<file path="src/rtl/count_pkg.sv">
// Shared constants for the modulo counter family: direction encoding and width limit.
package count_pkg;

    localparam logic DIR_UP    = 1'b1;
    localparam logic DIR_DOWN  = 1'b0;
    localparam int   MAX_WIDTH = 16;

endpackage

</file>
<file path="src/rtl/count_mod_load.sv">
// Modulo-N up/down counter with parallel load, cascadable through tc -> en.
// Optional macro COUNT_MOD_SAT_EN: saturate at the range ends instead of wrapping.
module count_mod_load
    import count_pkg::*;
#(
    parameter int WIDTH   = 4,
    parameter int MODULUS = 10,
    parameter int RST_VAL = 0
) (
    input  logic             clk,
    input  logic             rst,
    input  logic             en,
    input  logic             up_down,
    input  logic             load,
    input  logic [WIDTH-1:0] data_in,
    output logic [WIDTH-1:0] count,
    output logic             tc,
    output logic             wrap,
    output logic             load_err
);

    generate
        if (WIDTH < 1 || WIDTH > MAX_WIDTH || MODULUS < 2 || MODULUS > (1 << WIDTH) ||
            RST_VAL < 0 || RST_VAL >= MODULUS) begin : g_bad_param
            $error("count_mod_load: WIDTH/MODULUS/RST_VAL out of range");
        end
    endgenerate

    // MODULUS itself may be 2**WIDTH, so the range check needs one extra bit.
    localparam logic [WIDTH:0]   MOD_X = (WIDTH+1)'(MODULUS);
    localparam logic [WIDTH-1:0] TOP   = WIDTH'(MODULUS - 1);
    localparam logic [WIDTH-1:0] RST_V = WIDTH'(RST_VAL);

    logic             dir_up;
    logic             in_range;
    logic [WIDTH-1:0] count_nxt;
    logic             wrap_nxt;
    logic             err_nxt;

    assign dir_up   = (up_down == DIR_UP);
    assign in_range = ({1'b0, data_in} < MOD_X);
    assign tc       = en & ~load & ((dir_up & (count == TOP)) | (~dir_up & (count == '0)));

    // tc is exactly "stepping past a range end"; inside the range +/-1 cannot overflow.
    always_comb begin
        count_nxt = count;
        wrap_nxt  = 1'b0;
        err_nxt   = 1'b0;
        if (load) begin
            if (in_range) begin
                count_nxt = data_in;
            end else begin
                count_nxt = TOP;
                err_nxt   = 1'b1;
            end
        end else if (en) begin
            if (tc) begin
`ifdef COUNT_MOD_SAT_EN
                count_nxt = count;
`else
                count_nxt = dir_up ? '0 : TOP;
                wrap_nxt  = 1'b1;
`endif
            end else begin
                count_nxt = dir_up ? count + WIDTH'(1) : count - WIDTH'(1);
            end
        end
    end

    always_ff @(posedge clk) begin
        if (rst) begin
            count    <= RST_V;
            wrap     <= 1'b0;
            load_err <= 1'b0;
        end else begin
            count    <= count_nxt;
            wrap     <= wrap_nxt;
            load_err <= err_nxt;
        end
    end

endmodule

</file>
<file path="config.mk">
export PLATFORM = sky130hd
export DESIGN_NAME = count_mod_load
export DESIGN_NICKNAME = d
export VERILOG_FILES = /design/src/rtl/count_pkg.sv /design/src/rtl/count_mod_load.sv
export SDC_FILE = /design/constraint.sdc
export NUM_CORES = 1
export LEC_CHECK = 0
export CAP_MARGIN = 20
export CORE_AREA = 8 8 45 47
export DETAILED_ROUTE_END_ITERATION = 6
export DIE_AREA = 0 0 53 55
export GPL_TIMING_DRIVEN = 0
export PLACE_DENSITY_LB_ADDON = 0.2
export SYNTH_ARGS = -nofsm -noshare
export SYNTH_HDL_FRONTEND = slang
export SYNTH_SLANG_ARGS = --single-unit
</file>
<file path="constraint.sdc">
create_clock -name clk -period 1.9 [get_ports clk]
set_clock_uncertainty 0.1 [all_clocks]
set_input_delay 0.19 -clock clk [delete_from_list [all_inputs] [get_ports clk]]
set_output_delay 0.19 -clock clk [all_outputs]
set_load 0.005 [all_outputs]
</file>
==> flow_summary_export.csv <==
group,metric,value,unit
worst_hold_path,hp-start,"load",
yosys,ys_warn_count,0,
critical_path,cp.arrival,1.85,ns
clocking,worst_skew_pair.late_latency,0.24,ns
run_status,status,"finished, final reports clean",
critical_path,cp-end-kind,"register",
timing,max_freq,554,MHz
clocking,numCtsBuffers,3,
pwr,pwr-share-seq,0.396,
detailed_routing,finalWirelength,1.04,mm
yosys,ys_seq_elements,6,
yosys,syn_area,404,µm²
timing,rsz0062_at_grt,"no",
global_routing,grt_first_pass_wirelength,1.65,mm
floorplan,die_area,2920,µm²
floorplan,die_h,55,µm
clocking,cts_buffer_depth,2,
pwr,power_density,636,nW/µm²
floorplan,initial_core_util,0.292,
final_layout,instances_no_fill,78,
critical_path,reg2reg_depth,5,
clocking,holdBufCountCts,0,
detailed_routing,drc_errors,0,
global_routing,grt_max_degree,10,
final_layout,diodes,0,
floorplan,pin_count,16,
critical_path,cp_slowest_cell,"or3_4",
timing,min_period,1.81,ns
detailed_routing,viasPerCell,4.86,
pwr,total_power,379,µW
timing,finalSetupViolations,0,
pwr,sw_frac_of_total,0.282,
critical_path,worstPathMaxFanout,6,
pwr,p_clk_frac,0.304,
yosys,synth_top_cell_by_area,"dfxtp_1",
yosys,synth_cells,43,
yosys,synth_edf_count,0,
worst_hold_path,holdPathStages,3,
placed_design,gp_congestion,0.747,
detailed_routing,dr.pass1.iters,2,
yosys,syn_avg_cell_area,9.40,µm²
pwr,ir_worst_vdd,0.277,mV
yosys,synth_top_area_frac,0.297,
timing,finalHoldViolCount,0,
yosys,synthTopCellsByArea,"dfxtp_1 30%, a2111oi_4 6.8%, a21oi_1 6.2%, ha_1 6.2%, fa_1 5.0%",
critical_path,r2r_end,"count[3]$_SDFFE_PP0P_",
timing,whs,0.310,ns
final_layout,fin_area,596,µm²
detailed_routing,routedWlPerCell,13.3,µm
placed_design,dp_hpwl,812,µm
clocking,clock-sinks,6,
critical_path,r2r-start,"count[0]$_SDFFE_PP0P_",
yosys,yosys.cell_types.count,24,
placed_design,dp_cells,73,
clocking,cts-root-buf,"clkbuf_4",
clocking,clkTransAtPathRegs,0.05,ns
floorplan,die_x,53,µm
yosys,ys_seq_area_frac,0.297,
pwr,combinationalPowerShare,0.300,
final_layout,fin_nets,76,
yosys,syn_nets,55,
critical_path,max_stage_delay,0.40,ns
pwr,leakagePower,0.000231,µW
clocking,tritoncts,"built",
timing,worst_pin_slew,0.380,ns
global_routing,grt-ovfl-total,0,
detailed_routing,final_antenna_net_count,0,
floorplan,row_count,14,
placed_design,placed_area,564,µm²
critical_path,rrSetupSlack,0.09,ns
final_layout,syn_to_final_growth,47.4,%
timing,fin_crit_sh,0.951,
critical_path,cp_cell_sequence,"or3_4 -> a2111oi_4 -> buf_4 -> nor4_1 -> o41ai_2",
critical_path,worstSetupPathType,"register to register",
worst_hold_path,min_path_type,"input pin to register",
critical_path,critPathRequiredTime,1.94,ns
timing,slew_viol_final,0,
detailed_routing,vias,379,
yosys,ys_async_sr_fraction,0,
worst_hold_path,hold_end,"load_err$_SDFF_PP0_",
final_layout,drive_gt1_frac,0.161,
clocking,h-tree-depth,1,
yosys,synth_top_flop_cell,"dfxtp_1",
placed_design,portBuffers,14,
global_routing,grt_pass1_vias,392,
timing,slew_headroom,0.745,
floorplan,core,1380,µm²
detailed_routing,drt_iter0_drc,8,
critical_path,start_kind,"register",
global_routing,track_usage,0.0765,
pwr,power.internal,272,µW
pwr,switching_power,107,µW
global_routing,antenna_found_initial,0,
flow_run,drv_cap,0,
[worst max-delay path: cells and delay by family (launching register included)]
family                 cells  cell delay, ns
buffers and inverters      1            0.18
AOI/OAI and AO/OA          2            0.61
and+or+nand+nor            2            0.46
DFF                        1            0.36
[power by group through the flow]
stage / Sequential, µW / Combinational, µW / Clock, µW
after global routing: 152 / 127 / 128
final: 150 / 114 / 115
after detailed placement: 152 / 113 / 0
after floorplan: 150 / 61.7 / 0
after CTS: 150 / 114 / 120
after global placement: 152 / 111 / 0
[sequential cells by signal (all words and copies together), names as in the netlist]
register	flops
count	4
wrap	1
load_err	1
[Yosys cell counts, types with 2 or more instances]
master   count
dfxtp_1      6
o31a_1       2
nor3_1       2
nor2b_1      2
a21oi_1      5
nand3_1      2
xor2_1       2
nor2_1       2
inv_1        4
ha_1         2
[metal layers]
layer,vias up,track usage,share of wire
met2,10,0.115,0.45
met1,169,0.0807,0.44
met5,-,0,0
met3,2,0.0535,0.10
met4,0,0.0345,0.0096
li1,198,-,-
[final cells by class]
| class | count | area, µm² |
|---|---|---|
| clock buffer | 3 | 22.5 |
| sequential | 6 | 120 |
| inverter | 4 | 15.0 |
| buffer | 1 | 3.75 |
| fill | 143 | 788 |
| timing repair buffer | 16 | 149 |
| multi-input combinational | 32 | 265 |
| tap | 16 | 20.0 |
[kinds of logic (layout without fill, tap and decap cells)]
logic type / count (synthesis) / after routing / synth area share
AO/OA/AOI/OAI: 12 / 12 / 0.272
adder cells (fa/ha/maj): 3 / 3 / 0.111
flip-flops: 6 / 6 / 0.297
buffers and inverters: 5 / 24 / 0.0464
multiplexers: 1 / 1 / 0.0248
AND/OR/NAND/NOR: 14 / 14 / 0.204
XOR/XNOR: 2 / 2 / 0.0434
[placed cells by master (no fill, tap or decap), types with 2 or more instances in the layout]
| cell | n |
|---|---|
| o31a_1 | 2 |
| a21oi_1 | 5 |
| xor2_1 | 2 |
| clkdlybuf4s50_1 | 12 |
| ha_1 | 2 |
| inv_1 | 4 |
| nor3_1 | 2 |
| nor2b_1 | 2 |
| nor2_1 | 2 |
| dfxtp_1 | 6 |
| buf_4 | 2 |
| nand3_1 | 2 |
| clkbuf_4 | 3 |
[worst max-delay path by stage]
| stage | to | slack, ns | start |
|---|---|---|---|
| 2_1_floorplan | count[3]$_SDFFE_PP0P_ | 0.16 | count[0]$_SDFFE_PP0P_ |
| 3_3_place_gp | tc | -0.62 | up_down |
| 3_5_place_dp | tc | -0.61 | up_down |
| 4_1_cts | count[3]$_SDFFE_PP0P_ | 0.05 | count[0]$_SDFFE_PP0P_ |
| 5_1_grt | count[1]$_SDFFE_PP0P_ | 0.02 | count[0]$_SDFFE_PP0P_ |
| 6_report | count[3]$_SDFFE_PP0P_ | 0.09 | count[0]$_SDFFE_PP0P_ |
[per-stage QoR]
step | setup slack (ns) | TNS [ns] | util
after detailed placement | -0.610 | -1.41 | 0.408
final | 0.0937 | 0 | 0.430
after CTS | 0.0546 | 0 | 0.425
after global routing | 0.0182 | 0 | 0.430
after global placement | -0.620 | -1.43 | 0.408
after floorplan | 0.161 | 0 | -
[repair_timing]
item                       in CTS  in global routing
setup endpoints to repair       2                  1
pin swaps                       1                  0
resized for setup               5                  0
buffers inserted                1                  1
Power figures use the tool's default switching activity.
==> edit (same settings) <==
Register the output `load_err` once more, without a reset; this adds one clock of latency there. The other outputs are not delayed to match.
--- a/src/rtl/count_mod_load.sv
+++ b/src/rtl/count_mod_load.sv
@@ -20,2 +20,4 @@
 );
+
+    logic load_err_s0;
 
@@ -73,3 +75,3 @@
             wrap     <= 1'b0;
-            load_err <= 1'b0;
+            load_err_s0 <= 1'b0;
         end else begin
@@ -77,4 +79,8 @@
             wrap     <= wrap_nxt;
-            load_err <= err_nxt;
+            load_err_s0 <= err_nxt;
         end
+    end
+
+    always_ff @(posedge clk) begin
+        load_err <= load_err_s0;
     end
Function: changed (Yosys sat finds a counterexample within 4 cycles, from zero or initial values and one cycle with rst high).
==> edit against the unedited design <==
Synthesized area increased by 5.0%. Design area grew 3.2%. Total power increased by 10%. Wire length shrank 0.29%. Sequential power increased by 15%. Sequential cell count rose by 1. Setup slack lost 0.022 ns. Utilization up 1.4 points. Critical endpoint unchanged.
==> edit: results (changes against the unedited design) <==
stage;metric;value;unit;change
outcome;run status;completed;;unchanged
clock_tree;hold_buf cts;0;;unchanged
logic_synthesis;Synth Area in Adders;0.106;;was 0.111
power;peak supply drop;0.297;mV;was 0.277 mV
clock_tree;Max H-tree Level;1;;unchanged
logic_synthesis;Commonest cells post-synth;dfxtp_1 (7), a21oi_1 (5), inv_1 (4);;was dfxtp_1 (6), a21oi_1 (5), inv_1 (4)
finish;Fillers;149;;was 143
global_routing;initial antenna violation count;0;;unchanged
global_routing;largest net degree at the start of global routing;10;;unchanged
finish;layout cell share with drive strength beyond 1;0.175;;was 0.161
finish;n_diodes;0;;unchanged
worst_setup_path;CP arrival;1.87;ns;was 1.85 ns
global_routing;Tot GR Track Use;0.0798;;was 0.0765
hold_path;worst hold path type;register to register;;was input port to register
finish;largest register by flop count;count;;unchanged
route;routed wire length;1.04;mm;about the same
logic_synthesis;dominant synthesized flop cell;dfxtp_1;;unchanged
placed_design;RePlAce Congestion;0.714;;was 0.747
route;detailed-router iteration count before antenna repair;3;;was 2
logic_synthesis;Synth Area in XOR/XNOR;0.0413;;was 0.0433
finish;max reg flops;4;;unchanged
logic_synthesis;mux contribution to synthesized area;0.0236;;was 0.0248
clock_tree;Clock Pin Slew Worst Setup and Hold Paths;0.05;ns;about the same
placed_design;Setup WS pre-CTS;-0.598;ns;was -0.610 ns
logic_synthesis;Synth Warn #;0;;unchanged
clock_tree;root buf cell;clkbuf_4;;unchanged
timing;Rel. slew slack;0.762;;was 0.745
logic_synthesis;Synthesized Nets;56;;was 55
clock_tree;CTS buffer count;3;;unchanged
route;DRT iter0 DRCs;2;;was 8
worst_setup_path;critical path's largest stage delay;0.38;ns;was 0.40 ns
placed_design;dpl hpwl;819;µm;was 812 µm
logic_synthesis;sequential share of the synthesized area;0.330;;was 0.297
global_routing;global-route wire length before repair;1.74;mm;was 1.65 mm
placed_design;Port Buffer Count;14;;unchanged
power;Static Leak;0.235;nW;was 0.231 nW
global_routing;number of global-route vias before repair;409;;was 392
logic_synthesis;post-synthesis compound-gate area fraction;0.260;;was 0.272
logic_synthesis;Area contributors post-synth;dfxtp_1 (33%), a2111oi_4 (6.5%), a21oi_1 (5.9%), ha_1 (5.9%), fa_1 (4.7%);;was dfxtp_1 (30%), a2111oi_4 (6.8%), a21oi_1 (6.2%), ha_1 (6.2%), fa_1 (5.0%)
clock_tree;clock buffer depth;2;;unchanged
route;via count;399;;was 379
## edit: path summary, 6_finish.rpt
| check | to | startpoint | cells after the start | slack [ns] |
|---|---|---|---|---|
| worst max-delay path | count[3]$_SDFFE_PP0P_ | count[0]$_SDFFE_PP0P_ | 5 | 0.07 |
| worst max register to register | count[3]$_SDFFE_PP0P_ | count[0]$_SDFFE_PP0P_ | 5 | 0.07 |
| worst min register to register | load_err$_DFF_P_ | load_err_s0$_SDFF_PP0_ | 0 | 0.23 |
| worst min-delay path | load_err$_DFF_P_ | load_err_s0$_SDFF_PP0_ | 0 | 0.23 |
## edit: where the power goes
group	switching, mW	leakage (nW)	internal (mW)
sequential	0.0139	0.0582	0.158
clock	0.0524	0.0150	0.0800
combinational	0.0480	0.162	0.0643
## edit: through the flow
step                utilization  area [µm²]  std cells  hold WS, ns
floorplan                     -         424         44        0.159
global placement          0.422         584         74        0.218
detailed placement        0.422         584         74        0.216
CTS                       0.443         613         79        0.228
global route              0.444         614         79        0.235
finish                    0.444         614         79        0.226
## edit: cell type report
type                       count  area (µm²)  area share
tap                           16        20.0      0.0326
multi-input combinational     32         265       0.432
buffer                         1        3.75     0.00611
timing repair buffer          15         141       0.230
sequential                     7         143       0.232
clock buffer                   4        26.3      0.0428
inverter                       4        15.0      0.0244
## edit: per-layer routing
metal | wire length, µm | up-vias | part of all wire | global-route usage
met4 | 10 | 0 | 0.0097 | 0.0517
met1 | 440 | 186 | 0.43 | 0.0898
met2 | 504 | 10 | 0.49 | 0.131
met3 | 79 | 2 | 0.076 | 0.0214
li1 | - | 201 | - | -
met5 | 0 | - | 0 | 0
## edit: repair_timing
action,in CTS,in global routing
gates resized for setup,6,1
setup buffers,1,0
setup endpoints to repair,2,2
pin swaps,1,0
## edit: critical path: cells and delay by family (launching register included)
family | cells | cell delay [ns]
compound gates | 2 | 0.63
buf+inv | 1 | 0.20
simple gates | 2 | 0.44
flops | 1 | 0.35
## edit: cell families after synthesis
| kind of cell | count (synthesis) |
|---|---|
| AND/OR/NAND/NOR | 14 |
| AO/OA/AOI/OAI | 12 |
| flip-flops | 7 |
| buffers and inverters | 5 |
| adder cells (fa/ha/maj) | 3 |
| XOR/XNOR | 2 |
| multiplexers | 1 |
